<file path="src/rtl/capture_sequencer.sv">
// capture_sequencer: run-level controller for the logic-analyser capture path.
// Arms the engine, enforces the trigger timeout and gates whole runs to the DMA.
module capture_sequencer #(
  parameter int dataw   = 32,
  parameter int saddr_w = 24,
  parameter int runs_w  = 8,
  parameter int tmo_w   = 32
) (
  input  logic               clk,
  input  logic               reset,
  input  logic               start,
  input  logic               stop,
  input  logic [runs_w-1:0]  run_count,
  input  logic [saddr_w-1:0] buffer_size,
  input  logic [tmo_w-1:0]   timeout_cycles,
  output logic               cap_arm,
  output logic               cap_abort,
  input  logic               cap_armed,
  input  logic               cap_triggered,
  input  logic               cap_done,
  input  logic [dataw-1:0]   s_tdata,
  input  logic               s_tvalid,
  output logic               s_tready,
  output logic [dataw-1:0]   m_tdata,
  output logic               m_tvalid,
  input  logic               m_tready,
  output logic               m_tlast,
  output logic               busy,
  output logic [runs_w-1:0]  run_idx,
  output logic               run_irq,
  output logic               seq_done,
  output logic               timed_out,
  output logic               cfg_err
);

  typedef enum logic [2:0] {
    IDLE,
    ARM,
    WAIT_ARMED,
    WAIT_TRIG,
    WAIT_DONE,
    DRAIN,
    ABORT
  } state_t;

  state_t state;

  logic [saddr_w-1:0] size_q;
  logic [saddr_w-1:0] beat_cnt;
  logic [runs_w-1:0]  runs_q;
  logic [tmo_w-1:0]   tmo_cnt;
  logic               tmo_en;
  logic               stop_pending;

  logic               drain;
  logic               beat;
  logic               last_cnt;
  logic               seq_end;
  logic [runs_w:0]    idx_next;

  assign drain    = (state == DRAIN);
  assign last_cnt = (beat_cnt == size_q - saddr_w'(1));
  assign beat     = drain & s_tvalid & m_tready;
  assign idx_next = {1'b0, run_idx} + (runs_w + 1)'(1);

  // A stop seen on the final beat ends the sequence just like a pending one.
  assign seq_end  = stop | stop_pending |
                    ((runs_q != '0) && (idx_next == {1'b0, runs_q}));

  assign s_tready = drain & m_tready;
  assign m_tvalid = drain & s_tvalid;
  assign m_tlast  = drain & s_tvalid & last_cnt;
  assign m_tdata  = drain ? s_tdata : '0;

  always_ff @(posedge clk or negedge reset) begin
    if (!reset) begin
      state        <= IDLE;
      size_q       <= '0;
      beat_cnt     <= '0;
      runs_q       <= '0;
      tmo_cnt      <= '0;
      tmo_en       <= 1'b0;
      stop_pending <= 1'b0;
      cap_arm      <= 1'b0;
      cap_abort    <= 1'b0;
      busy         <= 1'b0;
      run_idx      <= '0;
      run_irq      <= 1'b0;
      seq_done     <= 1'b0;
      timed_out    <= 1'b0;
      cfg_err      <= 1'b0;
    end else begin
      cap_arm   <= 1'b0;
      cap_abort <= 1'b0;
      run_irq   <= 1'b0;
      seq_done  <= 1'b0;

      unique case (state)
        IDLE: begin
          if (start) begin
            if (buffer_size == '0) begin
              cfg_err <= 1'b1;
            end else begin
              cfg_err      <= 1'b0;
              timed_out    <= 1'b0;
              run_idx      <= '0;
              size_q       <= buffer_size;
              runs_q       <= run_count;
              stop_pending <= 1'b0;
              cap_arm      <= 1'b1;
              busy         <= 1'b1;
              state        <= ARM;
            end
          end
        end

        // A stop landing here is carried into the next state.
        ARM: begin
          if (stop) stop_pending <= 1'b1;
          state <= WAIT_ARMED;
        end

        WAIT_ARMED: begin
          if (stop || stop_pending) begin
            cap_abort <= 1'b1;
            state     <= ABORT;
          end else if (cap_armed) begin
            tmo_cnt <= timeout_cycles;
            tmo_en  <= (timeout_cycles != '0);
            state   <= WAIT_TRIG;
          end
        end

        // Trigger wins over expiry landing in the same cycle.
        WAIT_TRIG: begin
          if (stop || stop_pending) begin
            cap_abort <= 1'b1;
            state     <= ABORT;
          end else if (cap_triggered) begin
            state <= WAIT_DONE;
          end else if (tmo_en) begin
            if (tmo_cnt <= tmo_w'(1)) begin
              tmo_cnt   <= '0;
              timed_out <= 1'b1;
              cap_abort <= 1'b1;
              state     <= ABORT;
            end else begin
              tmo_cnt <= tmo_cnt - tmo_w'(1);
            end
          end
        end

        WAIT_DONE: begin
          if (stop || stop_pending) begin
            cap_abort <= 1'b1;
            state     <= ABORT;
          end else if (cap_done) begin
            beat_cnt <= '0;
            state    <= DRAIN;
          end
        end

        DRAIN: begin
          if (stop) stop_pending <= 1'b1;
          if (beat) begin
            if (last_cnt) begin
              run_irq  <= 1'b1;
              beat_cnt <= '0;
              if (runs_q == '0 || run_idx != '1)
                run_idx <= run_idx + runs_w'(1);
              if (seq_end) begin
                stop_pending <= 1'b0;
                seq_done     <= 1'b1;
                busy         <= 1'b0;
                state        <= IDLE;
              end else begin
                cap_arm <= 1'b1;
                state   <= ARM;
              end
            end else begin
              beat_cnt <= beat_cnt + saddr_w'(1);
            end
          end
        end

        ABORT: begin
          if (!cap_armed && !cap_triggered) begin
            stop_pending <= 1'b0;
            seq_done     <= 1'b1;
            busy         <= 1'b0;
            state        <= IDLE;
          end
        end

        default: begin
          busy  <= 1'b0;
          state <= IDLE;
        end
      endcase
    end
  end

endmodule

</file>
<file path="config.mk">
export PLATFORM = sky130hd
export DESIGN_NAME = capture_sequencer
export DESIGN_NICKNAME = d
export VERILOG_FILES = /design/src/rtl/capture_sequencer.sv
export SDC_FILE = /design/constraint.sdc
export NUM_CORES = 1
export LEC_CHECK = 0
export BUFFER_PORTS_ARGS = -buffer_cell sky130_fd_sc_hd__buf_4
export CAP_MARGIN = 10
export CORE_UTILIZATION = 45
export CTS_CLUSTER_DIAMETER = 100
export DETAILED_ROUTE_END_ITERATION = 8
export GPL_TIMING_DRIVEN = 0
export PLACE_DENSITY = 0.73
export SLEW_MARGIN = 10
export SYNTH_ARGS = -nofsm -noshare
export SYNTH_HDL_FRONTEND = slang
export SYNTH_SLANG_ARGS = --single-unit
</file>
<file path="constraint.sdc">
create_clock -name clk -period 3.6 [get_ports clk]
set_input_delay 0.36 -clock clk [delete_from_list [all_inputs] [get_ports clk]]
set_output_delay 0.36 -clock clk [all_outputs]
set_load 0.02 [all_outputs]
</file>
# == Word-level counts from Yosys, hierarchy flattened ==
# Index checks and enable logic that the tools add are counted.
# totals
word_cells,160
regBits,108
inputBits,105
# op_classes
n_bitwise,9
n_reduce_logical,28
add_sub_neg,5
n_lt_le_gt_ge,1
n_eq_ne,28
mux,74
# op_table
operator,n
32-bit two-way mux,7
24-bit two-way mux,4
32-bit case mux with 2 select lines,1
24-bit case mux with 2 select lines,1
8-bit two-way mux,5
3-bit two-way mux,13
1-bit two-way mux,35
"32-bit by 1-bit <= comparator with 1-bit output, second input constant",1
32-bit nonzero test,1
"32-bit by 1-bit subtractor with 32-bit output, second input constant",1
"24-bit by 1-bit adder with 24-bit output, second input constant",1
24-bit == test,1
24-bit logical NOT,1
"24-bit by 1-bit subtractor with 24-bit output, second input constant",1
"2-bit != test, second input constant",11
3-bit case mux with 7 select lines,1
8-bit case mux with 2 select lines,1
7-bit AND reduction,2
6-bit AND reduction,2
"8-bit by 1-bit adder with 9-bit output, second input constant",1
"3-bit == test, second input constant",3
9-bit by 8-bit == test with 1-bit output,1
9-bit AND reduction,1
"8-bit by 1-bit adder with 8-bit output, second input constant",1
24 further kinds,48

# == Logic depth before layout (Yosys ltp) ==
# depth
depth_word,8
depth_mapped,12
depth_no_buf,10

# == Worst setup path before layout ==
# No wires, ideal clock.
# synth_path
path_type,flip-flop to output port
start,register size_q[7]
end,output port m_tlast
arrival_ns,3.060
path_slack_ns,0.180
required_ns,3.240
path_buffers,2
path_stages_with_launch,10
cell_sequence,dfrtp_1 > clkbuf_2 > nor4_4 > nand4_1 > or4b_1 > a2111oi_0 > o211ai_1 > a211o_1 > clkbuf_1 > nor2_1
# synth_via
elab_chain_len,3
# synth_lines
element,line,text
start: declaration,48,logic [saddr_w-1:0] size_q;
start signal: assignment,107,size_q <= buffer_size;
24-bit by 1-bit subtractor with 24-bit output,62,assign last_cnt = (beat_cnt == size_q - saddr_w'(1));
24-bit == test,62,
1-bit AND,72,assign m_tlast = drain & s_tvalid & last_cnt;
end: declaration,27,"output logic m_tlast,"
# No other way between the ends.

# == Worst setup path in the final report ==
# layout_path
start,register size_q[16]
end,register run_idx[5]
# layout_via
elab_chain_len,4
# layout_lines
element,line,text
24-bit by 1-bit subtractor with 24-bit output,62,
24-bit == test,62,
2-bit by 1-bit != test with 1-bit output (no line),-,
6-bit AND reduction (no line),-,
end signal: assignment,170,run_idx <= run_idx + runs_w'(1);
end: declaration,29,"output logic [runs_w-1:0] run_idx,"
# No other way between the ends.
# A chain may end at the register's enable or synchronous reset.

==> results.toml <==
[timing]
period_minus_slack_ns = 3.50
worst_slew_pin_slew_ns = 0.760
max_freq_ghz = 0.286
fin_crit_sh_pct = 97.2
drv_slew = 0
rsz0062_at_grt = "yes"
setup_viol_count_final = 0
relSlewSlack_pct = 48.8
whs_ns = 0.191
final_hold_viol_count = 0
tns_ns = 0
finalClockSkew_ns = 0.00920

[detailed_routing]
antenna_left = 0
routed_wl_mm = 19.8
wl_per_cell_um = 16.0
vias_per_cell = 5.76
drc = 0
route.vias.total = 7127
dr.pass1.iters = 5
drt-initial-drc-count = 590

[critical_path]
crit_fanout = 10
worst_path_most_repeated_cell = "or4_4"
critPathKind = "reg -> reg"
reg2regPathDepth = 9
critical_path.slowest_cell = "or4_4"
cp_data_required_time_ns = 3.89
rr_startpoint = "size_q[16]$_DFFE_PN0P_"
slowest_delay_ns = 0.54
worst_setup_path_start_kind = "flip-flop"
r2r_slack_ns = 0.10
critPathTopFamily = "simple AND/OR/NAND/NOR gates"
end_kind = "flip-flop"
cp.arrival_ns = 3.79
critPathBufInv = 1
rr_endpoint = "run_idx[5]$_DFFE_PN0P_"
path_cells = "or3_4 > or4_4 > or4_4 > a211oi_2 > nand4_1 > a2111o_1 > buf_6 > or4_1 > nand3_1"

[synth]
syn_inst = 877
muxShareOfSynthArea_pct = 1.60
synthFlopType = "dfrtp_1"
syn_nets = 987
synthAdderAreaFrac_pct = 1.04
syn-mean-instance-area_um2 = 7.94
synth-simple-area-share_pct = 29.9
synth-edff-count = 0
synth_area_mm2 = 0.00696
async_reset_ff_share_pct = 100
synthXorXnorAreaFrac_pct = 6.67
synth_top_family_by_area = "simple AND/OR/NAND/NOR gates"
synth_cell_types = 65
synth-seq-cells = 108
synth_compound_area_share_pct = 17.9
yosys_warnings = 0
ys_seq_area_share_pct = 38.8

[grt]
grt_pass1_vias = 6597
grtUsageMet3_pct = 5.02
track_usage_pct = 25.2
grt_max_degree = 82
grt_use_met1_pct = 34.9
grt_util_met2_pct = 39.8
gr-max-usage-layer = "met2"
grt_pass1_wl_mm = 32.5
antenna_found_initial = 0
gr-total-overflow = 0

[final_layout]
finalNonFillerCells = 1238
areaGrowthSynthToFinish_pct = 26.0
finalNetCount = 1156
drive_gt1_share_pct = 19.3
n_antenna_cell = 0

[power_and_ir_drop]
finalPower_uw = 5620
power_density_mw_per_mm2 = 641
p_leak_uw = 0.00393
ir_drop_mv = 0.273

[clock_tree]
clockBufferDepth = 2
cts.sinks = 108
cts_buffers = 9
htreeDepth = 3
cts-root-buf = "clkbuf_16"
insertion_delay_ns = 0.36
cts_tree = "done"
clkTransAtPathRegs_ns = 0.07

[run_status]
status = "completed"

[placement]
place_congestion = 0.894
dp_hpwl_mm = 14.7
port_buffers = 154
dp.cells = 1220

[floorplan]
placementRows = 45
io_pins = 155
die-area_mm2 = 0.0160
die_w_um = 126
die_h_um = 126
core_mm2 = 0.0151
start_util_pct = 46.0

[worst_hold_path]
hold_path_startpoint = "run_count[1]"
hold_class = "in -> reg"
whs_path_depth = 3
min_to = "runs_q[1]$_DFFE_PN0P_"

[job]
drv_cap = 0
layout by cell type, fill, tap and decap left out, types with 4 or more instances in the layout:
| master | n |
|---|---|
| or4_1 | 7 |
| a32oi_1 | 10 |
| buf_1 | 6 |
| or2_2 | 7 |
| o21ai_0 | 79 |
| and2_1 | 37 |
| inv_1 | 25 |
| ha_1 | 4 |
| nor3b_1 | 5 |
| xor2_1 | 29 |
| a211oi_1 | 5 |
| clkbuf_16 | 9 |
| nand2_1 | 147 |
| a31oi_1 | 15 |
| nor4_1 | 29 |
| xnor2_1 | 24 |
| nand2b_1 | 4 |
| buf_4 | 157 |
| nor2_1 | 66 |
| a22oi_1 | 10 |
| nand4_1 | 15 |
| a21oi_1 | 42 |
| and3_1 | 7 |
| o22ai_1 | 4 |
| nand3_1 | 37 |
| dfrtp_1 | 107 |
| clkbuf_1 | 37 |
| mux2i_1 | 10 |
| nor3_1 | 38 |
| o211ai_1 | 12 |
layout make-up:
type                    instances  area, um^2
plain buffers                  45         179
clock buffers                  11         243
clock inverters                 4        48.8
fillers                      1403        6370
inverters                      27         101
multi-input cells             695        4030
flip-flops and latches        108        2700
well taps                     188         235
repair buffers                160        1230
per-layer routing:
layer  routed length, um  vias to the layer above  share of wire (%)
met5                   0                        -                  0
met4                 411                        0                2.1
met3                1350                       33                6.8
met2                9000                      283                 45
met1                9020                     3341                 46
li1                    -                     3470                  -
how the worst max path moves through the flow:
| stage | start | end | slack [ns] | cells past startpoint |
|---|---|---|---|---|
| detailed placement | size_q[7]$_DFFE_PN0P_ | m_tlast | -0.29 | 10 |
| finish | size_q[16]$_DFFE_PN0P_ | run_idx[5]$_DFFE_PN0P_ | 0.10 | 9 |
| global placement | size_q[7]$_DFFE_PN0P_ | m_tlast | -0.27 | 10 |
| CTS | size_q[3]$_DFFE_PN0P_ | m_tlast | 0.009 | 8 |
| floorplan | size_q[7]$_DFFE_PN0P_ | m_tlast | 0.18 | 9 |
| global route | size_q[2]$_DFFE_PN0P_ | m_tlast | -0.02 | 8 |
report_power, final:
part	internal (uW)	leakage [uW]	switching [uW]
logic	1020	0.00238	1490
registers	1620	0.00140	483
clock network	556	0.000146	453
total	3190	0.00393	2430
worst register-to-register path, stage by stage (launching register included):
cell	delay [ns]
dfrtp_1	0.46
or3_4	0.44
or4_4	0.44
or4_4	0.54
a211oi_2	0.23
nand4_1	0.16
a2111o_1	0.48
buf_6	0.19
or4_1	0.41
nand3_1	0.10
synthesized netlist by cell type, drive strengths merged, types with 5 or more instances:
cell,number,area (um^2)
a21oi,44,220
inv,26,97.6
a31oi,15,93.8
dfrtp,108,2700
xnor2,24,210
or2,7,43.8
ha,5,62.6
xor2,29,254
nand2,147,552
nor4,32,221
and3,7,43.8
nor3b,5,37.5
nand4,15,93.8
o211ai,12,90.1
or4,9,75.1
clkbuf,40,151
nor3,39,195
nor2,66,248
a32oi,10,87.6
and2,37,231
a22oi,10,75.1
mux2i,10,100
o21ai,80,400
nand3,37,185
a211oi,6,50.1
buf,7,33.8
cell families after synthesis:
logic type      Yosys count
compound gates          204
xor+xnor                 53
fa+ha+maj                 6
buf+inv                  74
flops                   108
mux                      11
simple gates            421
state kept, by name (all words and copies together) (netlist names):
register / flops
cfg_err: 1
tmo_en: 1
size_q: 24
beat_cnt: 24
timed_out: 1
run_irq: 1
runs_q: 8
run_idx: 8
cap_arm: 1
stop_pending: 1
seq_done: 1
cap_abort: 1
tmo_cnt: 32
busy: 1
state: 3
stage by stage:
| step | instance area (um^2) | setup slack [ns] | utilization (%) |
|---|---|---|---|
| after floorplan | 6960 | 0.180 | - |
| after global placement | 8350 | -0.273 | 55.2 |
| after detailed placement | 8390 | -0.289 | 55.4 |
| after CTS | 8720 | 0.00894 | 57.6 |
| after global routing | 8770 | -0.0193 | 57.9 |
| final | 8770 | 0.102 | 57.9 |
repair_timing:
item	4_1_cts	5_1_grt
pin swaps	4	2
hold buffers	1	0
resized for setup	5	10
buffers inserted	3	1
endpoints found under the setup margin	3	7
hold endpoints to repair	27	0
No activity file was read; power rests on OpenSTA's default activity.
